[config.mk]
export PLATFORM = sky130hd
export DESIGN_NAME = fifo_block_reader
export DESIGN_NICKNAME = d
export VERILOG_FILES = /design/src/rtl/aes_pkg.sv /design/src/rtl/flex_full_counter.sv /design/src/rtl/fifo_block_reader.sv
export SDC_FILE = /design/constraint.sdc
export NUM_CORES = 1
export LEC_CHECK = 0
export ABC_AREA = 1
export BUFFER_PORTS_ARGS = -buffer_cell sky130_fd_sc_hd__buf_2
export CELL_PAD_IN_SITES_DETAIL_PLACEMENT = 0
export CELL_PAD_IN_SITES_GLOBAL_PLACEMENT = 1
export CORE_MARGIN = 10
export CORE_UTILIZATION = 25
export CTS_CLUSTER_DIAMETER = 200
export DETAILED_ROUTE_END_ITERATION = 16
export PLACE_DENSITY_LB_ADDON = 0.1
export SETUP_SLACK_MARGIN = 0.15
export SLEW_MARGIN = 20
export SYNTH_ARGS = -nofsm -noshare
export SYNTH_HDL_FRONTEND = slang
export SYNTH_SLANG_ARGS = --single-unit
export TNS_END_PERCENT = 5
[constraint.sdc]
create_clock -name clk -period 1.7 [get_ports clk]
set_input_delay 0.34 -clock clk [delete_from_list [all_inputs] [get_ports clk]]
set_output_delay 0.34 -clock clk [all_outputs]
set_load 0.02 [all_outputs]
[src/rtl/aes_pkg.sv]
// Shared types for the AES datapath front end: block geometry, reader FSM states, block word.
package aes_pkg;
  localparam int AES_BLOCK_BYTES = 16;

  typedef enum logic {FILL, HOLD} rd_state_t;

  typedef logic [127:0] aes_block_t;
endpackage

[src/rtl/flex_full_counter.sv]
// Purpose: slot counter that counts on count_enable and wraps to 0 after rollover_val; clear wins.
// Latency: count_out updates on the edge after the enable; rollover_flag is registered alongside.
// Backpressure: none, the caller gates count_enable.
module flex_full_counter #(
  parameter int NUM_CNT_BITS = 4
) (
  input  logic                    clk,
  input  logic                    n_rst,
  input  logic                    clear,
  input  logic                    count_enable,
  input  logic [NUM_CNT_BITS-1:0] rollover_val,
  output logic [NUM_CNT_BITS-1:0] count_out,
  output logic                    rollover_flag
);
  logic [NUM_CNT_BITS-1:0] count_n;

  always_comb begin
    count_n = count_out;
    if (clear) begin
      count_n = '0;
    end else if (count_enable) begin
      count_n = (count_out == rollover_val) ? '0 : count_out + NUM_CNT_BITS'(1);
    end
  end

  always_ff @(posedge clk or negedge n_rst) begin
    if (!n_rst) begin
      count_out     <= '0;
      rollover_flag <= 1'b0;
    end else begin
      count_out     <= count_n;
      rollover_flag <= (count_n == rollover_val);
    end
  end
endmodule

[src/rtl/fifo_block_reader.sv]
// Purpose: pops FIFO bytes into 128-bit AES blocks; `FIFO_BLOCK_PAD_EN adds PKCS#7 flush padding.
// Latency: block_valid rises the cycle after the 16th pop (or after the pad cycle on a flush).
// Backpressure: holds the block and stops popping until block_valid && block_ready.
module fifo_block_reader
  import aes_pkg::*;
#(
  parameter int NUMBITS     = 8,
  parameter int BLOCK_BYTES = AES_BLOCK_BYTES,
  parameter int IDXCNT      = 4
) (
  input  logic                           clk,
  input  logic                           n_rst,
  input  logic                           fifo_empty,
  input  logic [NUMBITS-1:0]             fifo_r_data,
  output logic                           fifo_r_enable,
  input  logic                           flush,
  output logic [NUMBITS*BLOCK_BYTES-1:0] block_data,
  output logic                           block_valid,
  input  logic                           block_ready,
  output logic                           block_last,
  output logic                           busy
);
  localparam int BW = NUMBITS * BLOCK_BYTES;
  localparam logic [IDXCNT-1:0] LAST_IDX = IDXCNT'(BLOCK_BYTES - 1);

  rd_state_t         state, state_n;
  logic [IDXCNT-1:0] idx;
  logic [BW-1:0]     block_q, block_n;
  logic              last_q, last_n;
  logic              pop, pad, flush_pend;
  logic [NUMBITS-1:0] pad_val;
  logic              unused_rollover;

  function automatic int slot_msb(input int slot);
    return BW - 1 - NUMBITS * slot;
  endfunction

  // Gating with n_rst keeps the FIFO from losing bytes while the reader is held in reset.
  assign pop     = n_rst && (state == FILL) && !fifo_empty;
  assign pad_val = NUMBITS'(BLOCK_BYTES - int'(idx));

`ifdef FIFO_BLOCK_PAD_EN
  assign pad = (state == FILL) && flush_pend && fifo_empty;

  // A flush landing on the pad cycle is merged into the block being closed.
  always_ff @(posedge clk or negedge n_rst) begin
    if (!n_rst) flush_pend <= 1'b0;
    else        flush_pend <= pad ? 1'b0 : (flush_pend | flush);
  end
`else
  logic unused_flush;
  assign unused_flush = flush;
  assign pad          = 1'b0;
  assign flush_pend   = 1'b0;
`endif

  flex_full_counter #(.NUM_CNT_BITS(IDXCNT)) u_slot_cnt (
    .clk          (clk),
    .n_rst        (n_rst),
    .clear        (pad),
    .count_enable (pop),
    .rollover_val (LAST_IDX),
    .count_out    (idx),
    .rollover_flag(unused_rollover)
  );

  always_comb begin
    state_n = state;
    block_n = block_q;
    last_n  = last_q;
    case (state)
      FILL: begin
        if (pop) begin
          block_n[slot_msb(int'(idx)) -: NUMBITS] = fifo_r_data;
          if (idx == LAST_IDX) state_n = HOLD;
        end else if (pad) begin
          for (int i = 0; i < BLOCK_BYTES; i++) begin
            if (i >= int'(idx)) block_n[slot_msb(i) -: NUMBITS] = pad_val;
          end
          state_n = HOLD;
          last_n  = 1'b1;
        end
      end
      HOLD: begin
        if (block_ready) begin
          state_n = FILL;
          last_n  = 1'b0;
        end
      end
      default: state_n = FILL;
    endcase
  end

  always_ff @(posedge clk or negedge n_rst) begin
    if (!n_rst) begin
      state   <= FILL;
      block_q <= '0;
      last_q  <= 1'b0;
    end else begin
      state   <= state_n;
      block_q <= block_n;
      last_q  <= last_n;
    end
  end

  assign fifo_r_enable = pop;
  assign block_data    = block_q;
  assign block_valid   = (state == HOLD);
  assign block_last    = last_q;
  assign busy          = (idx != '0) || block_valid || flush_pend;
endmodule
Word level (Yosys, flattened, before mapping)
Index checks and enable logic that the tools add are counted.
Widths: inputs -> output; s select.
- bits in registers: 134
- latch bits: 0
- bits in writable memories: 0
- ROM bits: 0
- input port bits: 13
- output and inout bits: 132
- logic and storage cells: 27
- memories: 0
- add/sub/neg operators: 3
- $mul: 0
- div/mod/pow operators: 0
- $lt $le $gt $ge: 0
- equality and inequality tests: 2
- shift-type cells: 2
- multiplexer cells: 8
- bitwise gates (word level): 1
- reduce and logical (&&, ||, !) cells: 7
- operator list (operator ; count):
    $shift 8x33->135 const A ; 1
    $shiftx 8x33->135 ; 1
    $bwmux 128 ; 1
    $neg 8->33 ; 1
    $sub 7x7->8 const A ; 1
    $mux 1 ; 5
    $add 4x1->4 const B ; 1
    $eq 4x4->1 const B ; 1
    $mux 4 ; 1
    $reduce_and 2->1 ; 2
    $reduce_bool 4->1 ; 1
    $logic_and 1x1->1 ; 2
    $ne 2x2->1 const B ; 1
    $pmux 1 s2 ; 1
    $logic_not 1->1 ; 1
    $logic_or 1x1->1 ; 1
    $not 1->1 ; 1

Depth between registers and ports, before layout
Gate-level depths: netlist of run 1.
- word-level depth: 5
- depth in mapped cells: 9
- gate-level depth less buffers: 7

Modules after synthesis
From an unflattened synthesis of run 1, not the netlist that was laid out.
- cell total of the unflattened synthesis: 672
- area total of the unflattened synthesis: 5715.5 um^2
- modules (own cells, without submodules) (module ; instances ; cells each ; area each (um^2) ; sequential area each (um^2)):
    fifo_block_reader ; 1 ; 605 ; 5307.6 ; 3228.1
    flex_full_counter ; 1 ; 67 ; 407.9 ; 125.1

Worst setup path after synthesis of run 1
No wires, ideal clock.
- kind: register to output
- start point: reg u_slot_cnt.count_out[1]
- end point: out busy
- data arrival time: 1.598 ns
- data required time: 1.360 ns
- slack: -0.238 ns
- cell stages (with the launch flop): 8
- buffers on the path: 2
- cells stage by stage: dfrtp_1 -> buf_2 -> buf_2 -> inv_1 -> ha_1 -> inv_1 -> nor2_2 -> nand2_1
- longest elaborated chain between the ends: 2
- ends and longest elaborated chain (what ; RTL line ; source):
    start, declared ; flex_full_counter.sv:12 ; output logic [NUM_CNT_BITS-1:0] count_out,
    start signal, assigned ; flex_full_counter.sv:31 ; count_out <= count_n;
    $reduce_bool 4->1 ; fifo_block_reader.sv:110 ; assign busy = (idx != '0) || block_valid || flush_pend;
    $logic_or 1x1->1 ; fifo_block_reader.sv:110 ;
    end, declared ; fifo_block_reader.sv:21 ; output logic busy
Every way passes these cells.

Worst setup path after layout of run 1
- start point: reg u_slot_cnt.count_out[3]
- end point: out busy
The elaborated chain is that of the path after synthesis.

==> run_results.csv, run 1 <==
group,metric,value,unit
power,power.net_switching,0.004645,W
sta,fin_crit_sh,108.6,%
power,clkPwrFrac,32.9,%
setup_path,critPathCaptureType,"primary output",
synthesis,ys_top_cells_by_area,"dfrtp_1 57%, nand2_1 24%, nand3_1 5.6%",
synthesis,syn-mean-instance-area,8.337,sq um
synthesis,synth_fp_nets,720,
sta,tns,-0.1467,ns
sta,max_slew.worst_pin.slew,0.7356,ns
synthesis,ys.warnings.count,0,
setup_path,r2r_end,"block_data[47]",
sta,worst_slew_margin_rel,50.96,%
power,swShare,37.16,%
clock_network,cts_tree,"yes",
flow_run,maxCapViolCount,0,
worst_hold_path,worstHoldStart,"block_ready",
power,p_int,0.007856,W
layout,syn2layout_area_growth,36.80,%
layout,layout.nets,906,
setup_path,cp-startpoint,"u_slot_cnt.count_out[3]",
setup_path,start_kind,"flop",
global_routing,grt_use_total,13.64,%
synthesis,synth_top_area_cell,"dfrtp_1",
setup_path,crit_chain,"nor2_2 > buf_4 > nand2_4 > buf_6",
clock_network,path_clk_slew,0.06,ns
setup_path,crit_arrival,1.51,ns
setup_path,cpPeakStageDelay,0.48,ns
sta,final-hold-violation-count,0,
worst_hold_path,min_to,"block_valid",
worst_hold_path,min_path_cells,2,
detailed_routing,wl_per_cell,16.72,um
clock_network,cts_sinks,133,
setup_path,worstPathMaxFanout,7,
detailed_routing,routed-via-count,5180,
sta,maxSlewViolCount,0,
setup_path,r2r_start,"u_slot_cnt.count_out[1]",
power,p_seq_share,34.1,%
worst_hold_path,hold_path.class,"primary input to flop",
detailed_routing,initialDrtViolationCount,326,
synthesis,ys_ff_latch,133,
global_routing,grt_max_degree,80,
global_routing,grt_overflow,0,
sta,setup_violations,1,
synthesis,synthDominantCellAreaShare,56.95,%
setup_path,crit_type,"flop to primary output",
outcome,status,"complete, but fails checks",
clock_network,clock_latency,0.42,ns
setup_path,crit_buf_inv,2,
die,initial_core_util,25.58,%
place,hpwlAfterDp,15250,um
die,die-width,172.9,um
setup_path,r2r_cells,8,
setup_path,crit_slowest_cell,"dfrtp_1",
sta,setup_ws,-0.1467,ns
layout,antennaDiodeCount,0,
detailed_routing,drt-vias-per-instance,4.270,
global_routing,grt_pass1_vias,5565,
global_routing,antenna_found_initial,2,
die,dieHeight,172.9,um
die,die_area,29890,sq um
clock_network,hold_buffers,0,
layout,multi_input_area,2442,sq um
power,leakagePower,4.638,nW
sta,worst_hold_slack,0.1219,ns
layout,drive_above_1_share,30.00,%
die,num_io_pins,145,
global_routing,grt_first_pass_wirelength,32170,um
detailed_routing,drtPass1Iterations,4,
power,combPwrFrac,33.0,%
sta,skew,0.01128,ns
die,num_rows,55,
detailed_routing,antenna_left,0,
power,p_per_area,1563,nW/um^2
die,core_area,22850,sq um
setup_path,crit_family,"flip-flops",
clock_network,clock_path_buffers,2,
layout,final.fill_count,2479,
synthesis,postSynthCellCount,701,
detailed_routing,drc_errors,0,
synthesis,seq_area_frac_synth,56.95,%
outcome,failed_checks,"negative setup slack",
setup_path,reg2reg_setup_slack,0.04,ns
sta,fmax,0.5415,GHz
sta,rsz0062_at_grt,"yes",
place,gp_congestion,0.7924,
detailed_routing,wirelength,20280,um
synthesis,synth_cell_type_count,20,
synthesis,netlist_area,5844,sq um
clock_network,cts_htree_levels,4,
clock_network,cts_root_buf,"clkbuf_16",
layout,regArea,3329,sq um
clock_network,numCtsBuffers,17,
place,port_buffers,142,
sta,layout_min_cycle_time,1.847,ns
power,vdd_drop_max,0.6676,mV
setup_path,required,1.36,ns
layer usage:
layer	vias to the layer above	share of wire, %	track usage [%]
li1	2560	-	-
met1	2472	48	17.81
met2	128	46	21.60
met3	16	5.2	3.768
met4	4	0.85	3.881
met5	-	0.14	0
stage by stage:
step,worst slack (ns),power (W),instance area (sq um),utilization [%],instances
after floorplan,0.1210,0.006574,5889,-,701
after global placement,0.04773,0.008191,7162,31.35,1176
after detailed placement,0.01190,0.008233,7162,31.35,1176
after CTS,-0.1624,0.01264,7961,34.85,1213
after global routing,-0.2167,0.01319,7995,34.99,1213
final,-0.1467,0.01250,7995,34.99,1213
state kept, by name (all words and copies together) (netlist names):
register	flops
block_data	128
block_valid	1
u_slot_cnt.count_out	4
how the worst max path moves through the flow:
stage                     end  slack (ns)  cells past startpoint
5_1_grt                  busy       -0.22                      7
2_1_floorplan            busy        0.12                      7
6_report                 busy       -0.15                      4
3_5_place_dp   block_data[13]        0.01                      6
3_3_place_gp   block_data[14]        0.05                      6
4_1_cts                  busy       -0.16                      7
Yosys cell counts:
| master | n |
|---|---|
| nand2_1 | 367 |
| dfrtp_1 | 133 |
| nand3_1 | 65 |
| nor2_1 | 55 |
| nand2_2 | 12 |
| inv_1 | 10 |
| nor2_4 | 9 |
| buf_4 | 8 |
| nor2_2 | 7 |
| buf_2 | 6 |
| ha_1 | 6 |
| nand3_2 | 5 |
| buf_6 | 4 |
| inv_2 | 4 |
| o21ai_0 | 3 |
| clkinv_1 | 2 |
| nand3_4 | 2 |
| conb_1 | 1 |
| inv_4 | 1 |
| o22ai_1 | 1 |
cell families after synthesis:
family | share of synthesized area (%)
fa+ha+maj | 1.284
compound gates | 0.3639
other cells | 0.06416
flops | 56.95
simple gates | 37.89
buf+inv | 3.447
cell usage in the layout (no fill, tap or decap):
master	synthesis	layout
buf_12	0	2
buf_2	6	139
buf_4	8	40
buf_6	4	3
bufbuf_16	0	1
bufinv_16	0	5
clkbuf_1	0	3
clkbuf_16	0	17
clkbuf_8	0	1
clkinv_2	0	2
clkinv_4	0	5
conb_1	1	1
dfrtp_1	133	132
dfrtp_2	0	1
ha_1	6	3
ha_2	0	2
ha_4	0	1
inv_1	10	8
inv_2	4	5
inv_4	1	1
inv_6	0	1
inv_8	0	1
nand2_1	367	362
nand2_2	12	12
nand2_4	0	5
nand3_1	65	64
nand3_2	5	3
nand3_4	2	5
nor2_1	55	53
nor2_2	7	1
nor2_4	9	17
o21ai_0	3	3
o22ai_1	1	1
timing repair:
item,CTS,global route
pin swaps,6,4
setup endpoints to repair,51,122
cloned,1,0
resized for setup,25,6
setup buffers,4,0
area by class of cell:
type                            count  share of cell area [%]
Sequential cell                   133                   41.64
Tap cell                          313                   4.898
Inverter                           17                   1.002
Clock buffer                       21                   5.634
Clock inverter                     11                   2.488
Multi-Input combinational cell    533                   30.55
Timing Repair Buffer              185                   13.79
power by group through the flow:
stage / clock, W / combinational (W) / sequential [W]
after floorplan: 0 / 0.00158 / 0.00500
after global placement: 0 / 0.00389 / 0.00430
after detailed placement: 0 / 0.00392 / 0.00431
after CTS: 0.00420 / 0.00417 / 0.00426
after global routing: 0.00434 / 0.00451 / 0.00435
final: 0.00411 / 0.00413 / 0.00426
Power figures use the tool's default switching activity.
==> run 2, diff against run 1 <==
--- a/config.mk
+++ b/config.mk
@@ -11,8 +11,10 @@
 export CELL_PAD_IN_SITES_GLOBAL_PLACEMENT = 1
 export CORE_MARGIN = 10
 export CORE_UTILIZATION = 25
+export CTS_BUF_LIST = sky130_fd_sc_hd__clkbuf_16
 export CTS_CLUSTER_DIAMETER = 200
 export DETAILED_ROUTE_END_ITERATION = 16
+export GPL_ROUTABILITY_DRIVEN = 0
 export PLACE_DENSITY_LB_ADDON = 0.1
 export SETUP_SLACK_MARGIN = 0.15
 export SLEW_MARGIN = 20
==> run 2 against run 1 <==
The run still ends with negative setup slack left. Clock-buffer cell count shrank 4. Non-clock buffer count did not move. Utilization about the same. Critical path type unchanged.
==> run_results.csv, run 2 (synthesis results as in run 1) <==
group,metric,value,unit
place,place_ws,0.01190,ns
layout,final.fill_count,2479,
detailed_routing,wirelength,20230,um
layout,layout_commonest_cell,"nand2_1",
clock_network,cts_tree,"yes",
die,num_rows,55,
power,p_seq_share,34.3,%
global_routing,grt_pass1_vias,5565,
detailed_routing,initialDrtViolationCount,321,
layout,layout.nets,906,
layout,largest_reg_flops,128,
setup_path,crit_slowest_cell,"dfrtp_1",
outcome,status,"complete, but fails checks",
setup_path,reg2reg_setup_slack,0.04,ns
setup_path,cpPeakStageDelay,0.48,ns
clock_network,numCtsBuffers,17,
setup_path,r2r_start,"u_slot_cnt.count_out[1]",
setup_path,crit_family,"flip-flops",
setup_path,critPathCaptureType,"primary output",
clock_network,cts_root_buf,"clkbuf_16",
setup_path,required,1.36,ns
setup_path,r2r_end,"block_data[47]",
sta,max_slew.worst_pin.slew,0.7370,ns
place,port_buffers,142,
layout,stdcell_area,7985,sq um
detailed_routing,wl_per_cell,16.68,um
place,placed_cell_area,7162,sq um
layout,drive_above_1_share,29.89,%
setup_path,start_kind,"flop",
global_routing,grt_max_degree,80,
sta,rsz0062_at_grt,"yes",
die,initial_core_util,25.58,%
worst_hold_path,hold_path.class,"primary input to flop",
detailed_routing,drc_errors,0,
power,vdd_drop_max,0.6665,mV
worst_hold_path,min_path_cells,2,
clock_network,clock_path_buffers,2,
detailed_routing,routed-via-count,5178,
clock_network,cts_sinks,133,
sta,worst_slew_margin_rel,50.87,%
detailed_routing,drtPass1Iterations,4,
power,p_int,0.007792,W
layout,layout_common_cells,"362 x nand2_1, 139 x buf_2, 132 x dfrtp_1, 64 x nand3_1, 53 x nor2_1",
place,post-place-cells,1176,
sta,maxSlewViolCount,0,
global_routing,antenna_found_initial,2,
setup_path,r2r_cells,8,
setup_path,crit_type,"flop to primary output",
die,die-width,172.9,um
layout,antennaDiodeCount,0,
power,power.net_switching,0.004640,W
setup_path,cp-startpoint,"u_slot_cnt.count_out[3]",
global_routing,grt_use_total,13.64,%
global_routing,grt_first_pass_wirelength,32170,um
clock_network,cts_htree_levels,4,
power,combPwrFrac,33.2,%
setup_path,worstPathMaxFanout,7,
sta,tns,-0.1465,ns
die,dieHeight,172.9,um
setup_path,crit_buf_inv,2,
clock_network,clock_latency,0.42,ns
sta,worst_hold_slack,0.1221,ns
power,leakagePower,4.645,nW
setup_path,crit_arrival,1.51,ns
die,die_area,29890,sq um
power,clkPwrFrac,32.5,%
sta,setup_ws,-0.1465,ns
die,core_area,22850,sq um
outcome,failed_checks,"negative setup slack",
setup_path,cp.depth,4,
clock_network,path_clk_slew,0.06,ns
setup_path,crit_chain,"nor2_2 > buf_4 > nand2_4 > buf_6",
sta,skew,0.01108,ns
sta,fmax,0.5416,GHz
power,p_per_area,1557,nW/um^2
global_routing,grt_overflow,0,
sta,setup_violations,1,
layout,syn2layout_area_growth,36.63,%
flow_run,maxCapViolCount,0,
setup_path,setup.worst_path.end,"busy",
sta,fin_crit_sh,108.6,%
sta,layout_min_cycle_time,1.846,ns
die,num_io_pins,145,
place,hpwlAfterDp,15250,um
power,swShare,37.32,%
detailed_routing,drt-vias-per-instance,4.269,
sta,final-hold-violation-count,0,
layout,stdcell_count,1213,
detailed_routing,antenna_left,0,
==> run 2: changes by cell type in the layout (fill, tap and decap cells not counted) <==
| cell | before | now |
|---|---|---|
| inv_1 | 8 | 11 |
| clkbuf_1 | 3 | 0 |
| clkbuf_8 | 1 | 0 |
| clkinv_1 | 0 | 1 |
==> run 2: repair_timing <==
| action | CTS | global route |
|---|---|---|
| gates resized for setup | 25 | 6 |
| buffers inserted | 4 | 0 |
| pin swaps | 6 | 4 |
| gates cloned | 1 | 0 |
| setup endpoints to repair | 51 | 122 |
| hold buffers | 0 | 0 |
==> run 2: power by group through the flow <==
stage	Clock [W]	Combinational [W]	Sequential, W
2_1_floorplan	0	0.00158	0.00500
3_3_place_gp	0	0.00389	0.00430
3_5_place_dp	0	0.00392	0.00431
4_1_cts	0.00414	0.00417	0.00426
5_1_grt	0.00427	0.00451	0.00435
6_report	0.00405	0.00412	0.00426
==> run 2: how the worst min path moves through the flow <==
stage	from	endpoint	slack [ns]
CTS	block_ready	block_valid	0.11
global placement	block_data[51]	block_data[51]	0.45
floorplan	n_rst	block_data[0]	0.04
finish	block_ready	block_valid	0.12
detailed placement	block_data[75]	block_data[75]	0.45
global route	block_ready	block_valid	0.13
==> run 2: worst reg2reg max path: cells and delay by family (launching register included) <==
family	cells	cell delay [ns]
fa+ha+maj	1	0.28
buf+inv	2	0.31
flops	1	0.41
simple gates	5	0.56
==> run 2: metrics by stage <==
step | total power [W] | util [%]
6_report | 0.01243 | 34.95
5_1_grt | 0.01313 | 34.95
4_1_cts | 0.01257 | 34.80
3_5_place_dp | 0.008233 | 31.35
3_3_place_gp | 0.008191 | 31.35
2_1_floorplan | 0.006574 | -
==> run 2: cell type report <==
class / count / area (sq um) / area share [%]
inverter: 17 / 80.08 / 1.003
tap: 313 / 391.6 / 4.904
clock buffer: 17 / 425.4 / 5.327
sequential: 133 / 3329 / 41.70
multi-input combinational: 533 / 2442 / 30.59
clock inverter: 15 / 214.0 / 2.679
timing repair buffer: 185 / 1102 / 13.80
==> run 2: per-layer routing <==
metal / track usage (%) / routed length [um] / up-vias
met5: 0 / 28 / -
met4: 3.881 / 152 / 4
li1: - / - / 2562
met3: 3.768 / 952 / 14
met1: 17.81 / 9731 / 2485
met2: 21.60 / 9362 / 113
==> run 3, diff against run 2 <==
--- a/config.mk
+++ b/config.mk
@@ -15,6 +15,7 @@
 export CTS_CLUSTER_DIAMETER = 200
 export DETAILED_ROUTE_END_ITERATION = 16
 export GPL_ROUTABILITY_DRIVEN = 0
+export MAX_ROUTING_LAYER = met4
 export PLACE_DENSITY_LB_ADDON = 0.1
 export SETUP_SLACK_MARGIN = 0.15
 export SLEW_MARGIN = 20
==> run 3 against run 2 <==
The flow still finishes with violations (negative setup slack). Clock skew grew 0.00084 ns. Sequential share of layout area is essentially flat. Final cell count grew 0.16%. Clock power is essentially flat. Total power is essentially flat. Wire length shrank 0.14%. Sequential cell count is the same. Combinational power is essentially flat. Critical endpoint unchanged.
==> run_results.csv, run 3 (synthesis results as in run 1) <==
group,metric,value,unit
power,p_per_area,1555,nW/um^2
layout,stdcell_count,1215,
die,num_rows,55,
sta,layout_min_cycle_time,1.848,ns
global_routing,grt_pass1_vias,5579,
die,core_area,22850,sq um
global_routing,grt_first_pass_wirelength,32100,um
layout,largest_reg_flops,128,
clock_network,clock_path_buffers,2,
detailed_routing,drt-vias-per-instance,4.272,
clock_network,path_clk_slew,0.06,ns
global_routing,antenna_found_initial,2,
setup_path,crit_type,"flop to primary output",
layout,final.fill_count,2478,
place,post-place-cells,1176,
layout,drive_above_1_share,29.89,%
sta,max_slew.worst_pin.slew,0.7346,ns
clock_network,cts_sinks,133,
detailed_routing,wl_per_cell,16.62,um
layout,syn2layout_area_growth,36.72,%
die,num_io_pins,145,
outcome,status,"complete, but fails checks",
layout,layout_common_cells,"362 x nand2_1, 139 x buf_2, 132 x dfrtp_1, 64 x nand3_1, 53 x nor2_1",
detailed_routing,initialDrtViolationCount,331,
sta,worst_slew_margin_rel,51.03,%
place,port_buffers,142,
die,dieHeight,172.9,um
global_routing,grt_overflow,0,
global_routing,grt_use_total,14.05,%
clock_network,cts_tree,"yes",
sta,worst_hold_slack,0.1216,ns
detailed_routing,drtPass1Iterations,5,
detailed_routing,wirelength,20200,um
sta,setup_ws,-0.1483,ns
setup_path,start_kind,"flop",
setup_path,critPathCaptureType,"primary output",
setup_path,cpPeakStageDelay,0.48,ns
detailed_routing,antenna_left,0,
sta,rsz0062_at_grt,"yes",
sta,fin_crit_sh,108.7,%
sta,final-hold-violation-count,0,
die,die-width,172.9,um
global_routing,grt_max_degree,80,
sta,maxSlewViolCount,0,
setup_path,crit_slowest_cell,"dfrtp_1",
setup_path,worstPathMaxFanout,7,
clock_network,cts_root_buf,"clkbuf_16",
place,place_ws,0.01190,ns
clock_network,clock_latency,0.42,ns
outcome,failed_checks,"negative setup slack",
setup_path,crit_chain,"nor2_2 > buf_4 > nand2_4 > buf_6",
flow_run,maxCapViolCount,0,
setup_path,required,1.36,ns
sta,skew,0.01192,ns
sta,fmax,0.5410,GHz
sta,setup_violations,1,
clock_network,numCtsBuffers,17,
power,leakagePower,4.645,nW
setup_path,reg2reg_setup_slack,0.04,ns
detailed_routing,drc_errors,0,
detailed_routing,routed-via-count,5190,
clock_network,cts_htree_levels,4,
die,die_area,29890,sq um
power,vdd_drop_max,0.6647,mV
layout,layout_commonest_cell,"nand2_1",
worst_hold_path,hold_path.class,"primary input to flop",
layout,fin_util,34.97,%
die,initial_core_util,25.58,%
layout,layout.nets,906,
power,finalPower,0.01243,W
setup_path,crit_arrival,1.51,ns
place,hpwlAfterDp,15250,um
==> run 3: per-stage QoR <==
step,area [sq um],TNS (ns)
global route,7990,-2.674
floorplan,5889,0
finish,7990,-0.1483
global placement,7162,0
CTS,7951,-0.1624
detailed placement,7162,0
==> run 3: critical path: cells and delay by family, from the launching register on <==
family | cells | cell delay [ns]
AND/OR/NAND/NOR | 2 | 0.25
buffers and inverters | 2 | 0.35
flip-flops | 1 | 0.48
==> run 3: repair_timing <==
item / in CTS / in global routing
buffers inserted: 4 / 0
hold endpoints to repair: 0 / 0
gates cloned: 1 / 0
hold buffers: 0 / 0
resized for setup: 25 / 6
setup endpoints to repair: 51 / 122
pin swaps: 6 / 4
==> run 3: per-layer routing <==
metal,wire length (um),share of wire [%],GRT usage [%]
met3,933,4.6,3.616
met2,9294,46,21.63
met1,9758,48,17.98
met5,0,0,-
met4,211,1.0,3.773
==> run 3: power breakdown <==
part           internal (W)  switching [W]
combinational       0.00138        0.00274
clock               0.00259        0.00145
sequential          0.00382       0.000439
==> run 3: cell type report <==
| type | count | area [sq um] | area share, % |
|---|---|---|---|
| Tap cell | 313 | 391.6 | 4.901 |
| Clock inverter | 15 | 214.0 | 2.678 |
| Antenna cell | 2 | 5.005 | 0.06264 |
| Inverter | 17 | 80.08 | 1.002 |
| Sequential cell | 133 | 3329 | 41.67 |
| Timing Repair Buffer | 185 | 1102 | 13.80 |
| Multi-Input combinational cell | 533 | 2442 | 30.57 |
| Clock buffer | 17 | 425.4 | 5.324 |
==> run 3: path summary, 6_finish.rpt <==
check	from	to	cells after the start
min in group asynchronous	n_rst	block_valid	2
worst max register to register	u_slot_cnt.count_out[1]	block_data[47]	8
max in group asynchronous	n_rst	block_data[13]	2
worst max-delay path	u_slot_cnt.count_out[3]	busy	4
worst min-delay path	block_ready	block_valid	2
worst min register to register	block_data[58]	block_data[58]	2
